`src/rtl/pc_sequencer.sv`:
```
// Next-address controller for the program counter: sequential, jump, branch,
// interrupt vector and interrupt return, plus the pending latch and epc.
module pc_sequencer #(
  parameter int              WIDTH      = 32,
  parameter logic [WIDTH-1:0] IRQ_VECTOR = WIDTH'(100)
) (
  input  logic             clock,
  input  logic             reset,
  input  logic [WIDTH-1:0] programCounter,
  input  logic             stall,
  input  logic             jump,
  input  logic [WIDTH-1:0] jumpTarget,
  input  logic             branch,
  input  logic [WIDTH-1:0] branchTarget,
  input  logic             irq,
  input  logic             eret,
  output logic [WIDTH-1:0] address,
  output logic [WIDTH-1:0] epc,
  output logic             inService,
  output logic             irqAck
);

  // state   | meaning
  // RUN     | normal execution, a pending interrupt is taken
  // HANDLER | inside the interrupt handler, no nesting, eret returns
  typedef enum logic {
    RUN     = 1'b0,
    HANDLER = 1'b1
  } state_t;

  state_t           r_state;
  state_t           w_next_state;
  logic             r_pending;
  logic [WIDTH-1:0] r_epc;
  logic             r_irq_ack;

  logic [WIDTH-1:0] w_seq;
  logic [WIDTH-1:0] w_normal;
  logic [WIDTH-1:0] w_epc_next;
  logic             w_take;

  assign w_seq    = programCounter + WIDTH'(1);
  assign w_normal = jump ? jumpTarget : (branch ? branchTarget : w_seq);

  always_comb begin
    address      = w_normal;
    w_next_state = r_state;
    w_epc_next   = r_epc;
    w_take       = 1'b0;
    if (reset) begin
      address = '0;
    end else if (stall) begin
      address = programCounter;
    end else begin
      case (r_state)
        RUN: begin
          if (r_pending) begin
            w_take       = 1'b1;
            address      = IRQ_VECTOR;
            w_epc_next   = w_normal;
            w_next_state = HANDLER;
          end
        end
        HANDLER: begin
          if (eret) begin
            address      = r_epc;
            w_next_state = RUN;
          end
        end
        default: w_next_state = RUN;
      endcase
    end
  end

  always_ff @(posedge clock) begin
    if (reset) begin
      r_state   <= RUN;
      r_pending <= 1'b0;
      r_epc     <= '0;
      r_irq_ack <= 1'b0;
    end else begin
      r_state   <= w_next_state;
      // an irq coincident with a take re-pends immediately
      r_pending <= (r_pending & ~w_take) | irq;
      r_epc     <= w_epc_next;
      r_irq_ack <= w_take;
    end
  end

  assign epc       = r_epc;
  assign inService = (r_state == HANDLER);
  assign irqAck    = r_irq_ack;

endmodule

```
`config.mk`:
```
export PLATFORM = sky130hd
export DESIGN_NAME = pc_sequencer
export DESIGN_NICKNAME = d
export VERILOG_FILES = /design/src/rtl/pc_sequencer.sv
export SDC_FILE = /design/constraint.sdc
export NUM_CORES = 1
export LEC_CHECK = 0
export ABC_CLOCK_PERIOD_IN_PS = 1880
export BUFFER_PORTS_ARGS = -buffer_cell sky130_fd_sc_hd__buf_4
export CAP_MARGIN = 20
export CORE_ASPECT_RATIO = 1.75
export CORE_MARGIN = 2
export CORE_UTILIZATION = 41
export CTS_CLUSTER_SIZE = 8
export DETAILED_ROUTE_END_ITERATION = 10
export PLACE_DENSITY = 0.74
export SLEW_MARGIN = 20
export SYNTH_ARGS = -nofsm -noshare
export SYNTH_HDL_FRONTEND = slang
export SYNTH_SLANG_ARGS = --single-unit
```
`constraint.sdc`:
```
create_clock -name clock -period 1.88 [get_ports clock]
set_input_delay 0.188 -clock clock [delete_from_list [all_inputs] [get_ports clock]]
set_output_delay 0.188 -clock clock [all_outputs]
set_load 0.02 [all_outputs]
```
## Word-level counts from Yosys, hierarchy flattened

Cells that the tools add are included.

| storage, ports and cells | value |
|---|---|
| register bits after elaboration | 35 |
| input port bits | 103 |
| output and inout port bits | 66 |
| logic and storage cells | 24 |

| operators by class | value |
|---|---|
| add/sub/neg operators | 1 |
| mux-type cells | 13 |
| bitwise logic cells | 5 |
| reduce and logical (&&, ||, !) cells | 1 |

Operator list:

| cell | number |
|---|---|
| 32-bit two-way mux | 6 |
| 32-bit one-hot mux with 2 select lines | 1 |
| 32-bit by 1-bit adder with 32-bit output, second input constant | 1 |
| 1-bit two-way mux | 5 |
| 1-bit inverter | 3 |
| 3-bit AND reduction | 1 |
| 1-bit one-hot mux with 2 select lines | 1 |
| 1-bit bitwise AND | 1 |
| 1-bit OR | 1 |

## Longest topological paths before layout

Gate-level depths: netlist of run 1.

| logic depth | value |
|---|---|
| word-level depth | 7 |
| mapped depth | 8 |
| depth with buffers taken out | 7 |

## Worst setup path after synthesis of run 1

No wires, ideal clock.

| timing | value |
|---|---|
| path kind | input to output |
| start | in programCounter[0] |
| end | out address[28] |
| data arrival time | 2.322 ns |
| required time | 1.692 ns |
| path slack | -0.630 ns |
| stages on the path | 8 |
| path buffers | 1 |
| path through | ha_1 -> nand3_4 -> or4_4 -> buf_6 -> nor4_4 -> xor2_1 -> nand2_1 -> a311oi_1 |

| on the way | value |
|---|---|
| cells in the longest elaborated chain, start to end | 7 |
| elaborated cells on any way between the ends | 8 |
| those cells by class | 1 x add/sub; 7 x mux |

RTL lines:

| what | RTL line | source |
|---|---|---|
| from (decl) | 9 | `input logic [WIDTH-1:0] programCounter,` |
| 32-bit by 1-bit adder with 32-bit output * | 42 | `assign w_seq = programCounter + WIDTH'(1);` |
| 32-bit two-way mux * (2 in series) | 43 | `assign w_normal = jump ? jumpTarget : (branch ? branchTarget : w_seq);` |
| 32-bit two-way mux (on tied branches) | 65, 57 |  |
| 32-bit one-hot mux with 2 select lines * | 55 | `case (r_state)` |
| 32-bit two-way mux * | 52 | `end else if (stall) begin` |
| 32-bit two-way mux * | 50 | `if (reset) begin` |
| to (decl) | 17 | `output logic [WIDTH-1:0] address,` |

Every way passes the cells marked *; elsewhere a longest branch is shown, timed or not.

## Final worst setup path of run 1

| timing | value |
|---|---|
| start | in programCounter[1] |
| end | out address[17] |

The elaborated chain is that of the path after synthesis.

==> results of run 1 <==
[critical path, delay by kind of cell]
kind                   cells  cell delay (ns)
multiplexers               1             0.14
AND/OR/NAND/NOR            3             0.63
buffers and inverters      6             0.79
AO/OA/AOI/OAI              2             0.53
[final timing paths]
check,startpoint,to,cells past startpoint
worst max register to register,inService,epc[14],5
worst min-delay path,irq,r_pending,3
worst min register to register,epc[5],epc[5],2
worst max-delay path,programCounter[1],address[17],12
[power groups by stage]
stage               Clock (mW)  Sequential (mW)  Combinational (mW)
finish                    1.02            0.827                1.47
global placement             0            0.837                1.12
global route              1.05            0.830                1.55
floorplan                    0            0.886               0.527
detailed placement           0            0.839                1.14
CTS                       1.02            0.823                1.30
[placed cells by master (no fill, tap or decap), types with 9 or more instances in the layout]
cell,n
a211oi_1,11
xor2_1,11
nand2_1,48
nor2_4,9
buf_4,221
o21ai_1,9
o21ai_2,15
dfxtp_1,33
buf_6,52
a21oi_1,16
a211oi_2,10
nor2_1,69
inv_1,18
[cell type report]
cell class	count	area (sq um)	share of cell area
flip-flops and latches	35	703.2	0.1076
inverters	19	71.32	0.01091
multi-input cells	389	3004	0.4595
repair buffers	286	2477	0.3789
well taps	90	112.6	0.01722
clock buffers	5	125.1	0.01914
clock inverters	3	43.79	0.006699
[what timing repair did]
action                                  CTS  global route
endpoints found under the setup margin   35            49
buffers inserted                         37            25
pin swaps                                50            56
cloned                                    3             0
resized for setup                       102            86
[per-layer routing]
metal,vias up,track usage
met5,-,0
met4,0,0.2358
met3,100,0.05172
met2,360,0.6516
met1,2421,0.3673
li1,2278,-
[flip-flops by register name, indices dropped and copies added (netlist names)]
signal	cells
epc	32
irqAck	1
inService	1
r_pending	1
[cell families (layout without fill, tap and decap cells)]
group / count (synthesis) / in the layout / synth area share
XOR/XNOR: 24 / 24 / 0.06415
AND/OR/NAND/NOR: 211 / 212 / 0.3162
multiplexers: 9 / 9 / 0.02749
flip-flops: 35 / 35 / 0.2138
adder cells (fa/ha/maj): 1 / 1 / 0.003818
AO/OA/AOI/OAI: 143 / 143 / 0.2997
buffers and inverters: 62 / 313 / 0.07484
==> results_dict.tcl, run 1 <==
set metrics [dict create \
    final_util 0.8323 \
    dp_hpwl_mm 10.53 \
    synthTopCellsByArea "dfxtp_1 21%, nor2_1 9.2%, nand2_1 5.8%" \
    hold_class "in2reg" \
    fp.dieH_microns 122.3 \
    leakagePower_nw 2.925 \
    synth_nets 589 \
    slowest_stage "a211o_1" \
    dp_slack_ns -0.4516 \
    cp_cell_sequence "buf_8 -> nand4_1 -> buf_4 -> buf_6 -> buf_8 -> buf_6 -> nor4_4 -> mux2i_1 -> and3_1 -> a211o_1 -> a21oi_4 -> buf_6" \
    finalSetupTns_ns -10.62 \
    p_comb_frac 0.443 \
    pwr-share-seq 0.249 \
    wl_met1_mm 5.517 \
    worstMarginPinSlew_ns 0.4696 \
    critPathLaunchType "input pin" \
    synth_edf_count 0 \
    grtUsageTotal 0.3565 \
    crit_path_end_kind "output port" \
    top_layer_used "met4" \
    antenna_cells 0 \
    cts.path.max_buffers 2 \
    port_buffers 168 \
    critPathMaxStageDelay_ns 0.35 \
    period_share 1.313 \
    cp_common_cell "buf_6" \
    slew_violations 0 \
    power_switching_mw 1.188 \
    first_pass_iters 7 \
    ys_seq_elements 35 \
    fill_cells 447 \
    path_clk_slew_ns 0.06 \
    violations "setup timing" \
    tritoncts "built" \
    totalWireLength_mm 17.43 \
    synth_flop_cell "dfxtp_1" \
    peakVddDrop_mv 0.3601 \
    reg2reg_slack_ns 0.15 \
    routedWlPerCell_microns 21.07 \
    postRouteAntennaNets 0 \
    report.final.setup_viol 39 \
    netSwitchingFraction 0.3586 \
    place_congestion 0.8870 \
    cts_hold_buf 0 \
    period_minus_slack_ns 2.468 \
    hold_violations 0 \
    drc_errors 0 \
    p_int_mw 2.125 \
    die_w_microns 71.58 \
    ys_top_cells_by_count "80 x nor2_1, 51 x nand2_1, 35 x dfxtp_1, 33 x clkbuf_1, 29 x a21oi_1" \
    p_clk_frac 0.308 \
    total_power_mw 3.313 \
    die-area_sq_mm 0.008752 \
    postPlaceCellArea_sq_mm 0.005223 \
    critPathArrivalTime_ns 2.28 \
    setup_slack_ns -0.5884 \
    wl_met3_mm 1.390 \
    synth_area_per_cell_sq_um 6.756 \
    synth_top_area_share 0.2138 \
    grt_max_degree 67 \
    vias 5159 \
    pwr_density_cell_mw_per_mm2 506.8 \
    first_global_vias 5008 \
    cts_made_buffers 5 \
    clk_latency_ns 0.30 \
    async_reset_ff_frac 0 \
    core_sq_mm 0.007855 \
    syn_inst 485 \
    worst_ep_required_time_ns 1.69 \
    whs_ns 0.1407 \
    antenna_found_initial 0 \
    grt_pass1_wl_mm 24.52 \
    placedCellCount 771 \
    grt-ovfl-total 0 \
    ys_seq_area_frac 0.2138 \
    io_pins 169 \
    slew_headroom 0.6869 \
    initial_core_util 0.4172 \
    rsz0062_at_grt "yes" \
    drt-initial-drc-count 509 \
    cts_max_level 2 \
    fin_skew_ns 0.005098 \
    via_per_inst 6.238 \
    cts_sinks 35 \
    finalNonFillerCells 827 \
    final_cell_area_sq_mm 0.006538 \
    synth_top_area_cell "dfxtp_1" \
    cap_violations 0 \
    path_class "in2out" \
    rows 43 \
    nNetsFinal 840 \
    timing.fmax_mhz 405.1 \
    syn_area_sq_mm 0.003277 \
    critPathMaxFanout 5 \
    drive_above_1_share 0.5441 \
    root_buffer "clkbuf_16" \
    outcome "complete, but fails checks" \
    wl_met2_mm 9.313 \
    ys_warn_count 0 \
    synth_cell_types 52 \
    synthToLayoutAreaGrowth_pct 99.50 \
    yosysMostFrequentCell "nor2_1" \
]
No activity file was read; power rests on OpenSTA's default activity.
==> run 2: changes to the inputs <==
--- a/config.mk
+++ b/config.mk
@@ -11,9 +11,11 @@
 export CORE_ASPECT_RATIO = 1.75
 export CORE_MARGIN = 2
 export CORE_UTILIZATION = 41
+export CTS_BUF_LIST = sky130_fd_sc_hd__clkbuf_8
 export CTS_CLUSTER_SIZE = 8
 export DETAILED_ROUTE_END_ITERATION = 10
 export PLACE_DENSITY = 0.74
+export SETUP_SLACK_MARGIN = 0.3
 export SLEW_MARGIN = 20
 export SYNTH_ARGS = -nofsm -noshare
 export SYNTH_HDL_FRONTEND = slang
==> results_dict.tcl, run 2 (synthesis results as in run 1) <==
set metrics [dict create \
    period_share 1.269 \
    dp_hpwl_mm 10.74 \
    fill_cells 385 \
    leakagePower_nw 3.036 \
    grt_pass1_wl_mm 25.41 \
    final_util 0.8613 \
    crit_buf_inv 2 \
    path_depth 8 \
    drt-initial-drc-count 655 \
    slew_violations 0 \
    totalWireLength_mm 19.68 \
    antenna_found_initial 0 \
    via_per_inst 6.545 \
    cp_cell_sequence "buf_4 -> nand4_1 -> or4_4 -> nor4_4 -> xor2_1 -> nand2_1 -> a311oi_4 -> buf_6" \
    first_global_vias 5101 \
    final_common_cell "buf_4" \
    rr_worst_depth 4 \
    cap_violations 0 \
    grt-ovfl-total 0 \
    path_clk_slew_ns 0.08 \
    first_pass_iters 5 \
    die-area_sq_mm 0.008752 \
    worstMarginPinSlew_ns 0.5829 \
    outcome "complete, but fails checks" \
    mostFrequentLayoutCells "224 x buf_4, 65 x nor2_1, 64 x buf_6, 48 x nand2_1, 33 x dfxtp_1" \
    violations "setup timing" \
    clk_latency_ns 0.32 \
    core_sq_mm 0.007855 \
    setup.worst_path.start "programCounter[15]" \
    multi_input_area_sq_mm 0.003027 \
    timing.fmax_mhz 419.2 \
    initial_core_util 0.4172 \
    setup_slack_ns -0.5053 \
    fin_skew_ns 0.01056 \
    seq_area_sq_um 705.7 \
    report.final.setup_viol 33 \
    hold_class "in2reg" \
    tritoncts "built" \
    critPathMaxFanout 4 \
    cts_sinks 35 \
    slowest_stage "or4_4" \
    grt_max_degree 56 \
    critPathLaunchType "input pin" \
    peakVddDrop_mv 0.3204 \
    worst_ep_required_time_ns 1.69 \
    die_w_microns 71.58 \
    total_power_mw 3.058 \
    drive_above_1_share 0.5679 \
    place_congestion 0.9246 \
    hold_violations 0 \
    nNetsFinal 862 \
    period_minus_slack_ns 2.385 \
    path_delay_family "simple AND/OR/NAND/NOR gates" \
    routedWlPerCell_microns 23.18 \
    root_buffer "clkbuf_8" \
    vias 5557 \
    cts.path.max_buffers 2 \
    pwr_density_cell_mw_per_mm2 452.0 \
    io_pins 169 \
    path_class "in2out" \
    endpoint "address[28]" \
    r2r_end "epc[17]" \
    postRouteAntennaNets 0 \
    antenna_cells 0 \
    timing.rr.start "inService" \
    drc_errors 0 \
    cts_max_level 2 \
    critPathArrivalTime_ns 2.20 \
    grtUsageTotal 0.3711 \
    rows 43 \
    synthToLayoutAreaGrowth_pct 106.5 \
    largest_reg_flops 32 \
    fp.dieH_microns 122.3 \
    port_buffers 168 \
    reg2reg_slack_ns 0.34 \
    rsz0062_at_grt "yes" \
    critPathMaxStageDelay_ns 0.66 \
    crit_path_end_kind "output port" \
    cts_made_buffers 5 \
    slew_headroom 0.6114 \
]
run 2: repair_timing:
item	CTS	global route
gates resized for setup	121	60
pin swaps	53	43
endpoints found under the setup margin	47	47
hold buffers	0	0
gates cloned	4	0
setup buffers	34	26
run 2: per-layer routing:
layer	GRT usage	share of wire
met1	0.3737	0.32
met2	0.6730	0.50
met3	0.05008	0.094
met4	0.2818	0.087
met5	0	0
run 2: worst reg2reg max path, delay by kind of cell, from the launching register on:
kind / cells / cell delay (ns)
simple gates: 2 / 0.45
flops: 1 / 0.37
buf+inv: 1 / 0.33
compound gates: 1 / 0.30
run 2: area by class of cell:
| cell class | count | area share |
|---|---|---|
| clock inverters | 2 | 0.001295 |
| clock buffers | 6 | 0.01221 |
| well taps | 90 | 0.01665 |
| multi-input cells | 390 | 0.4474 |
| inverters | 19 | 0.01054 |
| repair buffers | 307 | 0.4076 |
| flip-flops and latches | 35 | 0.1043 |
run 2: stage by stage:
stage	hold WS, ns	cells	cell area [sq um]	TNS (ns)	setup slack (ns)
3_5_place_dp	0.4442	777	5404	-8.585	-0.3885
3_3_place_gp	0.4341	777	5404	-7.386	-0.3518
2_1_floorplan	0.3175	485	3672	-0.5314	-0.1299
4_1_cts	0.1107	823	6314	-4.311	-0.3137
5_1_grt	0.1161	849	6765	-9.501	-0.5229
6_report	0.1102	849	6765	-7.863	-0.5053
run 2: worst min-delay path by stage:
stage               start        end  depth (start not counted)
finish                irq  r_pending                          3
global route          irq  r_pending                          3
CTS                   irq  r_pending                          3
detailed placement    irq  r_pending                          3
global placement      irq  r_pending                          3
floorplan             irq  r_pending                          2
run 2: report_power, final:
group	internal (mW)	switching (mW)	total, mW	leakage, nW
clock	0.292	0.348	0.640	0.0524
combinational	0.778	0.810	1.59	2.70
sequential	0.786	0.0438	0.830	0.288
==> run 3: changes to the inputs <==
--- a/config.mk
+++ b/config.mk
@@ -5,6 +5,7 @@
 export SDC_FILE = /design/constraint.sdc
 export NUM_CORES = 1
 export LEC_CHECK = 0
+export ABC_AREA = 1
 export ABC_CLOCK_PERIOD_IN_PS = 1880
 export BUFFER_PORTS_ARGS = -buffer_cell sky130_fd_sc_hd__buf_4
 export CAP_MARGIN = 20
@@ -14,7 +15,7 @@
 export CTS_BUF_LIST = sky130_fd_sc_hd__clkbuf_8
 export CTS_CLUSTER_SIZE = 8
 export DETAILED_ROUTE_END_ITERATION = 10
-export PLACE_DENSITY = 0.74
+export PLACE_DENSITY = 0.72
 export SETUP_SLACK_MARGIN = 0.3
 export SLEW_MARGIN = 20
 export SYNTH_ARGS = -nofsm -noshare
==> results_dict.tcl, run 3 <==
set metrics [dict create \
    synth_simple_gate_area_share 0.3961 \
    violations "setup timing" \
    reg2reg_slack_ns 0.34 \
    synth_nets 776 \
    synth_flop_cell "dfxtp_1" \
    synth_top_family_by_area "simple AND/OR/NAND/NOR gates" \
    die_w_microns 75.80 \
    worstMarginPinSlew_ns 0.4637 \
    rr_worst_depth 9 \
    io_pins 169 \
    place_congestion 1.017 \
    synth_cell_types 33 \
    tritoncts "built" \
    cts.path.max_buffers 2 \
    drive_above_1_share 0.4525 \
    outcome "complete, but fails checks" \
    endpoint "address[9]" \
    whs_ns 0.1078 \
    worst_ep_required_time_ns 1.69 \
    synth_compound_area_frac 0.2855 \
    root_buffer "clkbuf_8" \
    timing.fmax_mhz 528.8 \
    grtUsageTotal 0.3685 \
    path_clk_slew_ns 0.09 \
    via_per_inst 5.883 \
    synth_top_area_share 0.1894 \
    timing.rr.start "inService" \
    vias 5889 \
    path_depth 11 \
    syn_inst 672 \
    slew_violations 0 \
    grt_pass1_wl_mm 27.16 \
    critPathLaunchType "flip-flop" \
    setup_slack_ns -0.01114 \
    critPathArrivalTime_ns 1.70 \
    ys_warn_count 0 \
    report.final.setup_viol 2 \
    ys_seq_area_frac 0.1894 \
    fin_skew_ns 0.01310 \
    nNetsFinal 987 \
    synth_mux_area_frac 0 \
    cts_max_level 2 \
    async_reset_ff_frac 0 \
    path_class "reg2out" \
    hold_path_depth 3 \
    cts_made_buffers 5 \
    crit_path_end_kind "output port" \
    core_sq_mm 0.008727 \
    slowest_stage "dfxtp_4" \
    critPathMaxStageDelay_ns 0.37 \
    final_common_cell "buf_4" \
    clk_latency_ns 0.32 \
    antenna_found_initial 0 \
    cap_violations 0 \
    critPathMaxFanout 8 \
    initial_core_util 0.4238 \
    period_share 1.006 \
    cp_cell_sequence "nor2_4 -> inv_2 -> nor2_4 -> nor2_4 -> buf_12 -> buf_12 -> o21ai_1 -> nor2_1 -> nand2_1 -> inv_2 -> buf_6" \
    yosysMostFrequentCell "nand2_1" \
    drc_errors 0 \
    syn_area_sq_mm 0.003699 \
    first_global_vias 5442 \
    die-area_sq_mm 0.009826 \
    pwr_density_cell_mw_per_mm2 446.4 \
    synth_area_per_cell_sq_um 5.504 \
    synthToLayoutAreaGrowth_pct 78.28 \
    drt-initial-drc-count 524 \
    rows 45 \
    ys_seq_elements 35 \
    setup.worst_path.start "inService" \
    crit_buf_inv 5 \
    dp_hpwl_mm 13.72 \
    first_pass_iters 5 \
    largest_reg_flops 32 \
    placedCellCount 959 \
    hold_class "in2reg" \
    fill_cells 700 \
    fp.dieH_microns 129.6 \
    postRouteAntennaNets 0 \
    ys_top_cells_by_count "181 x nand2_1, 82 x nor2_1, 66 x a21oi_1, 49 x inv_1, 46 x o21ai_0" \
    period_minus_slack_ns 1.891 \
    r2r_end "epc[30]" \
    cp_common_cell "nor2_4" \
    grt-ovfl-total 0 \
    grt_max_degree 32 \
    cts_sinks 35 \
    rsz0062_at_grt "yes" \
    synth_edf_count 0 \
    slew_headroom 0.6906 \
    total_power_mw 2.943 \
    synthTopCellsByArea "dfxtp_1 19%, nand2_1 18%, a21oi_1 8.9%" \
    routedWlPerCell_microns 19.75 \
    antenna_cells 0 \
    synthAdderAreaFrac 0.003383 \
    mostFrequentLayoutCells "193 x buf_4, 159 x nand2_1, 60 x nor2_1, 45 x inv_1, 42 x a21oi_1" \
    path_delay_family "buffers and inverters" \
    totalWireLength_mm 19.77 \
    peakVddDrop_mv 0.4204 \
    finalNonFillerCells 1001 \
    synth_xor_area_frac 0.02605 \
    synth_top_area_cell "dfxtp_1" \
    leakagePower_nw 3.004 \
    port_buffers 168 \
    hold_violations 0 \
]
[run 3: cell types whose count changed in the layout (fill, tap and decap cells not counted), moves of 19 or more]
cell     before  now
o21ai_1      11   30
o21ai_0       5   29
buf_6        64   37
nand2_1      48  159
buf_4       224  193
nand3_1       5   37
a21oi_1      10   42
inv_1        19   45
[run 3: final cells by class]
cell class              count  area (sq um)  area share
repair buffers            243          2138      0.3243
clock buffers               5         68.82     0.01044
flip-flops and latches     35         705.7      0.1070
multi-input cells         544          3297      0.5000
clock inverters             3         25.02    0.003795
inverters                  54         212.7     0.03226
well taps                 117         146.4     0.02220
[run 3: worst min-delay path by stage]
stage	slack, ns	startpoint	to
floorplan	0.27	reset	irqAck
global placement	0.43	irq	r_pending
detailed placement	0.43	irq	r_pending
CTS	0.10	irq	r_pending
global route	0.12	irq	r_pending
finish	0.11	irq	r_pending
[run 3: kinds of logic after synthesis]
| kind of cell | count (synthesis) |
|---|---|
| buf+inv | 93 |
| xor+xnor | 11 |
| simple gates | 344 |
| fa+ha+maj | 1 |
| compound gates | 188 |
| flops | 35 |
[run 3: worst register-to-register path: cells and delay by family, from the launching register on]
kind,cells,cell delay (ns)
flip-flops,1,0.37
buffers and inverters,5,0.53
AND/OR/NAND/NOR,3,0.37
AO/OA/AOI/OAI,1,0.20
[run 3: power by group]
part           switching (mW)  internal [mW]
Sequential             0.0438          0.780
Combinational           0.825          0.670
Clock                   0.359          0.266
Total                    1.23           1.72
[run 3: routing by layer]
metal  track usage  wire length [microns]  up-vias
li1              -                      -     2683
met1        0.3866                   6303     2661
met2        0.6334                  10220      415
met3       0.05754                   1646      130
met4        0.2714                   1601        0
met5             0                      0        -
[run 3: repair_timing]
action                     CTS  global route
gates cloned                 1             4
hold buffers                 0             0
setup endpoints to repair   32            53
setup buffers               17            12
pin swaps                   16            50
gates resized for setup     80           124
[run 3: through the flow]
| step | util | TNS, ns | area [sq um] | setup WS, ns |
|---|---|---|---|---|
| 3_3_place_gp | 0.6171 | -0.09475 | 5385 | -0.04934 |
| 3_5_place_dp | 0.6171 | -0.2461 | 5385 | -0.08985 |
| 5_1_grt | 0.7556 | -0.4974 | 6594 | -0.06508 |
| 4_1_cts | 0.6797 | 0 | 5932 | 0.01832 |
| 6_report | 0.7556 | -0.01675 | 6594 | -0.01114 |
| 2_1_floorplan | - | 0 | 3782 | 0.2975 |
